===== config.mk =====
export PLATFORM = sky130hd
export DESIGN_NAME = mult_job_scheduler
export DESIGN_NICKNAME = d
export VERILOG_FILES = /design/src/rtl/mult_sched_pkg.sv /design/src/rtl/sync_fifo.sv /design/src/rtl/mult_job_scheduler.sv
export SDC_FILE = /design/constraint.sdc
export NUM_CORES = 1
export LEC_CHECK = 0
export ABC_AREA = 1
export BUFFER_PORTS_ARGS = -buffer_cell sky130_fd_sc_hd__buf_2
export CAP_MARGIN = 20
export CORE_ASPECT_RATIO = 0.75
export CORE_MARGIN = 5
export CORE_UTILIZATION = 25
export DETAILED_ROUTE_END_ITERATION = 8
export HOLD_SLACK_MARGIN = 0.03
export PLACE_DENSITY = 0.46
export SYNTH_ARGS = -nofsm -noshare
export SYNTH_HDL_FRONTEND = slang
export SYNTH_HIERARCHICAL = 1
export SYNTH_SLANG_ARGS = --single-unit

===== constraint.sdc =====
create_clock -name clk -period 5.4 [get_ports clk]
set_input_delay 0.27 -clock clk [delete_from_list [all_inputs] [get_ports clk]]
set_output_delay 0.27 -clock clk [all_outputs]
set_load 0.1 [all_outputs]

===== src/rtl/mult_sched_pkg.sv =====
// Shared types and default sizing for the shift-add multiplier job scheduler.
package mult_sched_pkg;

    localparam int unsigned DEF_WIDTH   = 8;
    localparam int unsigned DEF_DEPTH   = 4;
    localparam int unsigned DEF_TIMEOUT = 32;

    typedef enum logic [1:0] {
        IDLE      = 2'd0,
        START     = 2'd1,
        WAIT_LOW  = 2'd2,
        WAIT_HIGH = 2'd3
    } state_t;

endpackage


===== src/rtl/sync_fifo.sv =====
// Single-clock FIFO with occupancy counter; pointers wrap naturally since DEPTH is a power of two.
module sync_fifo #(
    parameter int unsigned WIDTH = 16,
    parameter int unsigned DEPTH = 4
) (
    input  logic             clk,
    input  logic             rst_n,
    input  logic             push,
    input  logic             pop,
    input  logic [WIDTH-1:0] wdata,
    output logic [WIDTH-1:0] rdata,
    output logic             full,
    output logic             empty
);

    localparam int unsigned AW = $clog2(DEPTH);
    localparam int unsigned CW = $clog2(DEPTH + 1);

    logic [WIDTH-1:0] mem [DEPTH];
    logic [AW-1:0]    wr_ptr;
    logic [AW-1:0]    rd_ptr;
    logic [CW-1:0]    count;
    logic             do_push;
    logic             do_pop;

    // A full FIFO refuses pushes even when a pop happens in the same cycle.
    assign do_push = push && !full;
    assign do_pop  = pop && !empty;
    assign full    = (count == CW'(DEPTH));
    assign empty   = (count == '0);
    assign rdata   = mem[rd_ptr];

    always_ff @(posedge clk) begin
        if (!rst_n) begin
            wr_ptr <= '0;
            rd_ptr <= '0;
            count  <= '0;
        end else begin
            if (do_push) wr_ptr <= wr_ptr + AW'(1);
            if (do_pop)  rd_ptr <= rd_ptr + AW'(1);
            case ({do_push, do_pop})
                2'b10:   count <= count + CW'(1);
                2'b01:   count <= count - CW'(1);
                default: count <= count;
            endcase
        end
    end

    always_ff @(posedge clk) begin
        if (do_push) mem[wr_ptr] <= wdata;
    end

endmodule


===== src/rtl/mult_job_scheduler.sv =====
// Feeds queued operand pairs to the multiplier controller one job at a time and
// registers each product on an output stream, with a busy-timeout watchdog.
module mult_job_scheduler
    import mult_sched_pkg::*;
#(
    parameter int unsigned WIDTH   = DEF_WIDTH,
    parameter int unsigned DEPTH   = DEF_DEPTH,
    parameter int unsigned TIMEOUT = DEF_TIMEOUT
) (
    input  logic               clk,
    input  logic               rst_n,
    input  logic               in_valid,
    output logic               in_ready,
    input  logic [WIDTH-1:0]   in_a,
    input  logic [WIDTH-1:0]   in_b,
    output logic               mult_start,
    input  logic               mult_ready,
    output logic [WIDTH-1:0]   mult_a,
    output logic [WIDTH-1:0]   mult_b,
    input  logic [2*WIDTH-1:0] mult_p,
    output logic               out_valid,
    input  logic               out_ready,
    output logic [2*WIDTH-1:0] out_p,
    output logic               busy,
    output logic               err,
    output logic [7:0]         jobs_done
);

    localparam int unsigned PW  = 2 * WIDTH;
    localparam int unsigned WDW = $clog2(TIMEOUT + 1);

    state_t         state;
    state_t         state_nx;
    logic           fifo_full;
    logic           fifo_empty;
    logic [PW-1:0]  fifo_rdata;
    logic           pop;
    logic           capture;
    logic           timeout;
    logic           wd_run;
    logic           slot_free;
    logic [WDW-1:0] wdog;

    assign in_ready  = !fifo_full;
    assign slot_free = !out_valid || out_ready;

    sync_fifo #(
        .WIDTH (PW),
        .DEPTH (DEPTH)
    ) u_fifo (
        .clk   (clk),
        .rst_n (rst_n),
        .push  (in_valid),
        .pop   (pop),
        .wdata ({in_a, in_b}),
        .rdata (fifo_rdata),
        .full  (fifo_full),
        .empty (fifo_empty)
    );

    always_ff @(posedge clk) begin
        if (!rst_n) state <= IDLE;
        else        state <= state_nx;
    end

    // Waiting on the multiplier is watched; holding for a full output slot is not.
    always_comb begin
        state_nx = state;
        pop      = 1'b0;
        capture  = 1'b0;
        timeout  = 1'b0;
        wd_run   = 1'b0;
        case (state)
            IDLE: begin
                if (!fifo_empty && mult_ready) begin
                    pop      = 1'b1;
                    state_nx = START;
                end
            end
            START: state_nx = WAIT_LOW;
            WAIT_LOW: begin
                wd_run = 1'b1;
                if (!mult_ready) state_nx = WAIT_HIGH;
            end
            WAIT_HIGH: begin
                if (!mult_ready) begin
                    wd_run = 1'b1;
                end else if (slot_free) begin
                    capture  = 1'b1;
                    state_nx = IDLE;
                end
            end
            default: state_nx = IDLE;
        endcase
        if (wd_run && (wdog == WDW'(TIMEOUT - 1))) begin
            timeout  = 1'b1;
            state_nx = IDLE;
        end
    end

    always_comb begin
        mult_start = 1'b0;
        busy       = 1'b1;
        case (state)
            IDLE:    busy       = 1'b0;
            START:   mult_start = 1'b1;
            default: busy       = 1'b1;
        endcase
    end

    always_ff @(posedge clk) begin
        if (!rst_n) begin
            mult_a    <= '0;
            mult_b    <= '0;
            wdog      <= '0;
            err       <= 1'b0;
            out_valid <= 1'b0;
            out_p     <= '0;
            jobs_done <= '0;
        end else begin
            if (pop) {mult_a, mult_b} <= fifo_rdata;
            if (pop)         wdog <= '0;
            else if (wd_run) wdog <= wdog + WDW'(1);
            if (timeout) err <= 1'b1;
            if (capture) begin
                out_p     <= mult_p;
                out_valid <= 1'b1;
                jobs_done <= jobs_done + 8'd1;
            end else if (out_ready) begin
                out_valid <= 1'b0;
            end
        end
    end

endmodule


==> flow_summary.toml, run 1 <==
[route]
avgViaCountPerCell = 4.34
wl_per_cell_microns = 14.3
firstDrtPassIters = 4
ant_nets = 0
drt-total-wl_mm = 12.2
vias = 3704
drc = 0
drt-initial-drc-count = 192

[min_path]
hp-class = "input port to flop"
hold_end = "u_fifo/mem[3][14]$_DFFE_PP_"
min_from = "in_a[6]"
whs_path_depth = 1

[grt]
grt_use_total_pct = 11.1
grt_max_degree = 34
antenna_found_initial = 2
grt_pass1_vias = 3593
grt_first_pass_wirelength_mm = 19.4
grt-ovfl-total = 0

[place]
io_buffer_count = 81
post-dp-hpwl_mm = 7.99
place.gp.congestion = 0.758

[sta]
finalHoldViolCount = 0
period_share_pct = 48.3
slew_headroom_pct = 26.6
tightest_slew_ps = 1100
drv_slew = 0
finalSetupViolCount = 0
fmax_mhz = 384
skew_ps = 8.76
rsz0062_at_grt = "no"
fin_crit_ps = 2610
tns_ps = 0

[clocking]
clk_latency_ps = 410
cts_setup_buffers = 0
cts_tree = "built"
cts_sinks = 123
cts_root_buf = "clkbuf_16"
hold_buffers = 0
ctsResizeCount = 0
numCtsBuffers = 17
clk_path_buf_depth = 2
h-tree-depth = 4
clkSlewWorstSetupHoldPaths_ps = 50

[floorplan]
core_area_sq_um = 19400
ioPinCount = 82
start_util_pct = 25.5
die_y_microns = 132
dieArea_sq_um = 22700
die_width_microns = 172
rows = 44

[logic_synthesis]
synth_edf_count = 64
yosys_warnings = 6
ys_types = 27
synth_seq_area_share_pct = 62.9
async_flop_share_pct = 0
synth_nets = 551
avgSynthCellArea_sq_um = 9.83
synth_seq_cells = 123
synth_cells = 502
ys.flop_type = "edfxtp_1"
syn-cell-area_sq_um = 4940

[power_and_ir_drop]
p_total_uw = 2950
power_density_nw_per_um2 = 478
p_leak_uw = 0.00245
vdd_drop_max_uv = 170

[job]
maxCapViolCount = 0

[worst_setup_path]
end_kind = "flop"
startpoint_type = "flop"
arrival_ps = 2910
r2r-start = "u_fifo/count[1]$_SDFFE_PN0P_"
cp_num_buf_inv = 6
worstSetupPathType = "flop to flop"
worstPathRequired_ps = 5700
critical_path.top_delay_family = "simple AND/OR/NAND/NOR gates"
path_cells = "nor2_2 -> nand2_1 -> inv_1 -> inv_1 -> nand3_4 -> inv_2 -> nand2_1 -> inv_1 -> ha_1 -> inv_1 -> fa_1 -> inv_1 -> nand2_1 -> nand3_1 -> nand2_1 -> nand2_1 -> nor2_1"
worst-r2r-cell-count = 17
max_stage_delay_ps = 370
slowest_stage = "dfxtp_1"
timing.rr.end = "u_fifo/count[2]$_SDFFE_PN0P_"
r2r_setup_slack_ps = 2790
path_max_fanout = 19

[finish]
synthToLayoutAreaGrowth_pct = 25.1
n_antenna_cell = 0
drive_above_1_share_pct = 22.5
nets = 637

[run_status]
status = "finished clean"
-- flip-flops by register name, summed over array words and instances (netlist names), 2 cells and up, named ones only --
name and cells:
mult_b 8, wdog 6, u_fifo/rd_ptr 2, mult_a 8, out_p 16, u_fifo/count 3
state 2, jobs_done 8, u_fifo/wr_ptr 2, u_fifo/mem 64
-- cells by family after synthesis --
| family | after synthesis | share of synthesized area (%) |
|---|---|---|
| compound gates | 104 | 11.2 |
| fa+ha+maj | 12 | 3.19 |
| buf+inv | 60 | 5.58 |
| flops | 123 | 62.9 |
| simple gates | 203 | 17.2 |
-- cells in the final DEF, fill, tap and decap left out, drive strengths merged --
cell type	n
o21ai	52
nor3	1
inv	43
fa	1
nand2	85
nand3	16
clkinv	6
nand4	2
bufinv	2
clkinvlp	3
o22ai	16
buf	84
nand3b	2
edfxtp	64
dfxtp	59
nor2	97
clkbuf	21
ha	11
a21oi	36
-- routing by layer --
layer | GRT usage (%) | up-vias | routed length, microns
li1 | - | 1868 | -
met1 | 14.8 | 1734 | 5910
met2 | 16.9 | 71 | 5490
met3 | 3.15 | 27 | 447
met4 | 4.89 | 4 | 303
met5 | 0 | - | 27
-- layout make-up --
| cell class | count | area (sq um) |
|---|---|---|
| Timing Repair Buffer | 84 | 455 |
| Clock inverter | 11 | 120 |
| Fill cell | 2002 | 13200 |
| Sequential cell | 123 | 3100 |
| Multi-Input combinational cell | 319 | 1570 |
| Tap cell | 253 | 317 |
| Clock buffer | 21 | 450 |
| Inverter | 43 | 161 |
-- where the power goes --
part           switching, uW  total [uW]  leakage, uW  internal (uW)
Clock                    403        1090     0.000273            689
Combinational            594         744      0.00111            151
Sequential              47.3        1120      0.00107           1070
-- through the flow --
stage | hold WS [ps] | utilization (%) | instance area [sq um] | setup WS, ps | instances
after floorplan | 369 | - | 4940 | 3290 | 502
after global placement | 449 | 28.7 | 5560 | 2930 | 820
after detailed placement | 463 | 28.7 | 5560 | 2790 | 820
after CTS | 53.4 | 31.6 | 6130 | 2780 | 852
after global routing | 50.7 | 31.9 | 6170 | 2560 | 854
final | 71.1 | 31.9 | 6170 | 2790 | 854
-- synthesized netlist by cell type (7+ instances only) --
cell type | n | share of area (%)
buf_2 | 7 | 0.71
o21ai_0 | 13 | 1.3
edfxtp_1 | 64 | 39
nand3_1 | 15 | 1.5
o21ai_1 | 39 | 4.0
o22ai_1 | 16 | 2.0
nand2_1 | 79 | 6.0
nor2_1 | 93 | 7.1
a21oi_1 | 33 | 3.3
dfxtp_1 | 59 | 24
ha_1 | 11 | 2.8
inv_1 | 38 | 2.9
-- how the worst max path moves through the flow --
stage	slack, ps	cells past startpoint	startpoint	endpoint
2_1_floorplan	3290	16	state[0]$_SDFFE_PP0P_	u_fifo/count[2]$_SDFFE_PN0P_
3_3_place_gp	2930	17	u_fifo/count[2]$_SDFFE_PN0P_	u_fifo/count[2]$_SDFFE_PN0P_
3_5_place_dp	2790	17	u_fifo/count[1]$_SDFFE_PN0P_	u_fifo/count[2]$_SDFFE_PN0P_
4_1_cts	2780	17	u_fifo/count[1]$_SDFFE_PN0P_	u_fifo/count[2]$_SDFFE_PN0P_
5_1_grt	2560	17	u_fifo/count[1]$_SDFFE_PN0P_	u_fifo/count[2]$_SDFFE_PN0P_
6_report	2790	17	u_fifo/count[1]$_SDFFE_PN0P_	u_fifo/count[2]$_SDFFE_PN0P_
No activity file was read; power rests on OpenSTA's default activity.
==> run 2, diff against run 1 <==
--- a/config.mk
+++ b/config.mk
@@ -13,7 +13,7 @@
 export CORE_UTILIZATION = 25
 export DETAILED_ROUTE_END_ITERATION = 8
 export HOLD_SLACK_MARGIN = 0.03
-export PLACE_DENSITY = 0.46
+export PLACE_DENSITY = 0.47
 export SYNTH_ARGS = -nofsm -noshare
 export SYNTH_HDL_FRONTEND = slang
 export SYNTH_HIERARCHICAL = 1
==> constraint.sdc (replaced) <==
create_clock -name clk -period 2.3 [get_ports clk]
set_input_delay 0.115 -clock clk [delete_from_list [all_inputs] [get_ports clk]]
set_output_delay 0.115 -clock clk [all_outputs]
set_load 0.1 [all_outputs]
==> flow_summary.toml, run 2 (synthesis results as in run 1) <==
[sta]
drv_slew = 0
period_share_pct = 90.4
skew_ps = 10.7
tightest_slew_ps = 588
whs_ps = 76.9
fin_crit_ps = 2080
setup_slack_ps = 221
tns_ps = 0
rsz0062_at_grt = "no"
finalHoldViolCount = 0
finalSetupViolCount = 0
fmax_mhz = 481
slew_headroom_pct = 60.7

[finish]
nets = 679
n_antenna_cell = 0
regMostFlops = "u_fifo/mem"
synthToLayoutAreaGrowth_pct = 31.9
stdcell_area_sq_um = 6510
layout_common_cells = "93 x nor2_1, 81 x buf_2, 78 x nand2_1"
largest_register_ffs = 64
fin_cells = 896
nFillCells = 1980
layout_commonest_cell = "nor2_1"
reg_top3 = "u_fifo/mem (64), out_p (16)"
drive_above_1_share_pct = 22.2

[worst_setup_path]
worstSetupPathType = "flop to flop"
critical_path.top_delay_family = "adder cells"
path_max_fanout = 4
path_cells = "inv_1 -> ha_2 -> nand3_4 -> inv_2 -> nand2_1 -> inv_1 -> ha_1 -> inv_1 -> fa_1 -> inv_1 -> nand2_1 -> nand3_1 -> nand2_1 -> nand2_1 -> nor2_1"
worstPathRequired_ps = 2600
cp_num_buf_inv = 5
end_kind = "flop"
arrival_ps = 2380
worst-r2r-cell-count = 15
startpoint_type = "flop"
max_stage_delay_ps = 390
slowest_stage = "fa_1"
worst-path-stages = 15

[clocking]
clkSlewWorstSetupHoldPaths_ps = 60
h-tree-depth = 4
cts_sinks = 123
numCtsBuffers = 17
cts_tree = "built"
clk_path_buf_depth = 2
cts_root_buf = "clkbuf_16"
cts_setup_buffers = 0
clk_latency_ps = 410

[route]
ant_nets = 0
drt-initial-drc-count = 208
wl_per_cell_microns = 13.8
drt-total-wl_mm = 12.3
drc = 0
firstDrtPassIters = 5
vias = 3799
avgViaCountPerCell = 4.24

[place]
io_buffer_count = 81
dpl-instance-area_sq_um = 5630
pre_cts_slack_ps = 229
placedCellCount = 830
place.gp.congestion = 0.761
post-dp-hpwl_mm = 7.79

[grt]
grt_pass1_vias = 3790
grt-ovfl-total = 0
antenna_found_initial = 0
grt_first_pass_wirelength_mm = 20.3
grt_max_degree = 33
grt_use_total_pct = 11.5

[min_path]
hp-class = "input port to flop"
whs_path_depth = 3

[job]
maxCapViolCount = 0

[run_status]
status = "finished clean"

[power_and_ir_drop]
vdd_drop_max_uv = 469
power_density_nw_per_um2 = 1040
p_leak_uw = 0.00260

[floorplan]
ioPinCount = 82
die_y_microns = 132
die_width_microns = 172
dieArea_sq_um = 22700
rows = 44
start_util_pct = 25.5
core_area_sq_um = 19400
## run 2: cell count changes in the layout (fill, tap and decap cells not counted), sizes merged
cell	previous run	this run
dlygate4sd3	0	34
buf	84	92
clkbuf	21	18
bufinv	2	0
clkinv	6	8
clkinvlp	3	5
inv	43	44
## run 2: area by class of cell
class	instances	area, sq um	share of cell area (%)
well taps	253	317	4.86
repair buffers	126	828	12.7
clock buffers	18	439	6.75
multi-input cells	319	1560	24.0
inverters	43	161	2.48
clock inverters	14	98.8	1.52
flip-flops and latches	123	3100	47.7
## run 2: worst reg2reg max path, stage by stage, from the launching register on
cell,delay (ps)
dfxtp_1,340
inv_1,100
ha_2,220
nand3_4,80
inv_2,60
nand2_1,60
inv_1,100
ha_1,170
inv_1,70
fa_1,390
inv_1,70
nand2_1,60
nand3_1,100
nand2_1,60
nand2_1,50
nor2_1,40
## run 2: per-layer routing
metal  up-vias  GRT usage, %  wire length, microns
met5         -             0                     0
met4         0          4.15                   219
met3        17          3.21                   318
met2        56          17.6                  5820
met1      1776          15.4                  5980
li1       1950             -                     -
## run 2: final timing paths
check,endpoint,slack [ps],start
max,u_fifo/count[2]$_SDFFE_PN0P_,220,state[1]$_SDFFE_PP0P_
min reg2reg,mult_a[1]$_SDFFE_PN0P_,460,mult_a[1]$_SDFFE_PN0P_
min,out_valid$_SDFFE_PN0P_,80,mult_ready
max reg2reg,u_fifo/count[2]$_SDFFE_PN0P_,220,state[1]$_SDFFE_PP0P_
## run 2: stage by stage
stage	utilization, %	total power (uW)
2_1_floorplan	-	4050
3_3_place_gp	29.0	4390
3_5_place_dp	29.0	4420
4_1_cts	33.6	6890
5_1_grt	33.6	7170
6_report	33.6	6800
## run 2: timing repair
| action | in CTS | in global routing |
|---|---|---|
| gates resized for setup | 0 | 3 |
| hold buffers | 34 | 0 |
| setup endpoints to repair | 0 | 1 |
| hold endpoints to repair | 83 | 0 |
## run 2: report_power, final
group          total (uW)  internal (uW)  switching (uW)  leakage (uW)
logic                1800            400            1400       0.00129
registers            2610           2510             103       0.00107
clock network        2390           1400             993      0.000250
total                6800           4310            2490       0.00260
==> run 3, diff against run 2 <==
--- a/config.mk
+++ b/config.mk
@@ -13,7 +13,6 @@
 export CORE_UTILIZATION = 25
 export DETAILED_ROUTE_END_ITERATION = 8
 export HOLD_SLACK_MARGIN = 0.03
-export PLACE_DENSITY = 0.47
 export SYNTH_ARGS = -nofsm -noshare
 export SYNTH_HDL_FRONTEND = slang
 export SYNTH_HIERARCHICAL = 1
==> flow_summary.toml, run 3 (synthesis results as in run 1) <==
[worst_setup_path]
startpoint_type = "flop"
worstSetupPathType = "flop to flop"
r2r_setup_slack_ps = 260
path_max_fanout = 4
end_kind = "flop"
timing.rr.end = "u_fifo/count[2]$_SDFFE_PN0P_"
worst-r2r-cell-count = 15
worstPathRequired_ps = 2610
slowest_stage = "fa_1"
r2r-start = "state[0]$_SDFFE_PP0P_"
path_cells = "inv_1 -> ha_1 -> nand3_4 -> inv_2 -> nand2_1 -> inv_1 -> ha_1 -> inv_1 -> fa_1 -> inv_1 -> nand2_1 -> nand3_1 -> nand2_1 -> nand2_1 -> nor2_1"
arrival_ps = 2350
critical_path.top_delay_family = "adder cells"
worst-path-stages = 15
max_stage_delay_ps = 370
cp_num_buf_inv = 5

[sta]
slew_headroom_pct = 62.3
tns_ps = 0
fin_crit_ps = 2040
rsz0062_at_grt = "no"
skew_ps = 10.7
tightest_slew_ps = 561
period_share_pct = 88.9
drv_slew = 0
finalHoldViolCount = 0
fmax_mhz = 489
finalSetupViolCount = 0

[clocking]
h-tree-depth = 4
cts_sinks = 123
clk_path_buf_depth = 2
cts_tree = "built"
numCtsBuffers = 17
clkSlewWorstSetupHoldPaths_ps = 60
clk_latency_ps = 420
cts_setup_buffers = 0
cts_root_buf = "clkbuf_16"

[floorplan]
die_width_microns = 172
core_area_sq_um = 19400
ioPinCount = 82
rows = 44
start_util_pct = 25.5
die_y_microns = 132
dieArea_sq_um = 22700

[finish]
drive_above_1_share_pct = 22.0
nFillCells = 1978
layout_commonest_cell = "nor2_1"
largest_register_ffs = 64
synthToLayoutAreaGrowth_pct = 32.9
layout_common_cells = "93 x nor2_1, 81 x buf_2, 78 x nand2_1"
reg_top3 = "u_fifo/mem (64), out_p (16)"
stdcell_area_sq_um = 6560
regMostFlops = "u_fifo/mem"
utilization_pct = 33.8
nets = 678

[grt]
grt_max_degree = 33
grt_use_total_pct = 10.4
grt_pass1_vias = 3497
grt_first_pass_wirelength_mm = 18.5
antenna_found_initial = 3
grt-ovfl-total = 0

[power_and_ir_drop]
vdd_drop_max_uv = 706
power_density_nw_per_um2 = 1080
p_leak_uw = 0.00264

[route]
drt-total-wl_mm = 11.8
firstDrtPassIters = 4
avgViaCountPerCell = 4.19
vias = 3762
drt-initial-drc-count = 318
ant_nets = 0
wl_per_cell_microns = 13.1
drc = 0

[place]
dpl-instance-area_sq_um = 5630
io_buffer_count = 81
place.gp.congestion = 0.724
post-dp-hpwl_mm = 7.88

[min_path]
min_from = "mult_ready"
hp-class = "input port to flop"
hold_end = "out_valid$_SDFFE_PN0P_"
whs_path_depth = 3

[run_status]
status = "finished clean"

[job]
maxCapViolCount = 0
## run 3: cell types whose count changed in the layout (fill, tap and decap cells not counted), sizes merged
cell | previous run | this run
bufinv | 0 | 2
clkbuf | 18 | 19
clkinv | 8 | 4
clkinvlp | 5 | 1
diode | 0 | 3
dlygate4sd3 | 34 | 33
inv | 44 | 49
## run 3: final cells by class
cell class                      count  area (sq um)  area share (%)
Antenna cell                        3          7.51           0.114
Clock buffer                       19           433            6.60
Clock inverter                     13           158            2.40
Inverter                           43           161            2.46
Multi-Input combinational cell    319          1560            23.8
Sequential cell                   123          3100            47.3
Tap cell                          253           317            4.83
Timing Repair Buffer              125           818            12.5
## run 3: per-stage QoR
step	total power [uW]	setup WS [ps]	cells	hold WS, ps
6_report	7060	255	898	92.1
5_1_grt	7390	32.6	898	93.7
4_1_cts	7130	233	895	63.6
3_5_place_dp	4400	241	830	336
3_3_place_gp	4390	299	830	336
2_1_floorplan	4050	191	502	214
## run 3: where the power goes
part	switching (uW)	internal (uW)	total [uW]
registers	111	2510	2620
logic	1380	397	1770
clock network	1040	1630	2670
total	2530	4540	7060
## run 3: repair_timing
action,4_1_cts,5_1_grt
hold buffers,33,0
endpoints found under the setup margin,0,1
gates resized for setup,0,1
hold endpoints to repair,82,0
## run 3: how the worst max path moves through the flow
stage                                 start                           end  slack [ps]
2_1_floorplan         state[0]$_SDFFE_PP0P_  u_fifo/count[2]$_SDFFE_PN0P_         190
3_3_place_gp   u_fifo/count[2]$_SDFFE_PN0P_  u_fifo/count[2]$_SDFFE_PN0P_         300
3_5_place_dp   u_fifo/count[1]$_SDFFE_PN0P_  u_fifo/count[2]$_SDFFE_PN0P_         240
4_1_cts        u_fifo/count[1]$_SDFFE_PN0P_  u_fifo/count[2]$_SDFFE_PN0P_         230
5_1_grt               state[1]$_SDFFE_PP0P_  u_fifo/count[2]$_SDFFE_PN0P_          30
6_report              state[0]$_SDFFE_PP0P_  u_fifo/count[2]$_SDFFE_PN0P_         260
## run 3: worst min-delay path, cell delays in order
cell     delay (ps)
buf_2           160
nand2_2         110
a21oi_1          70
## run 3: metal layers
| layer | global-route usage, % | routed length (microns) |
|---|---|---|
| met1 | 14.6 | 6010 |
| met3 | 3.45 | 458 |
| met2 | 15.0 | 5130 |
| met5 | 0 | 0 |
| met4 | 3.93 | 182 |
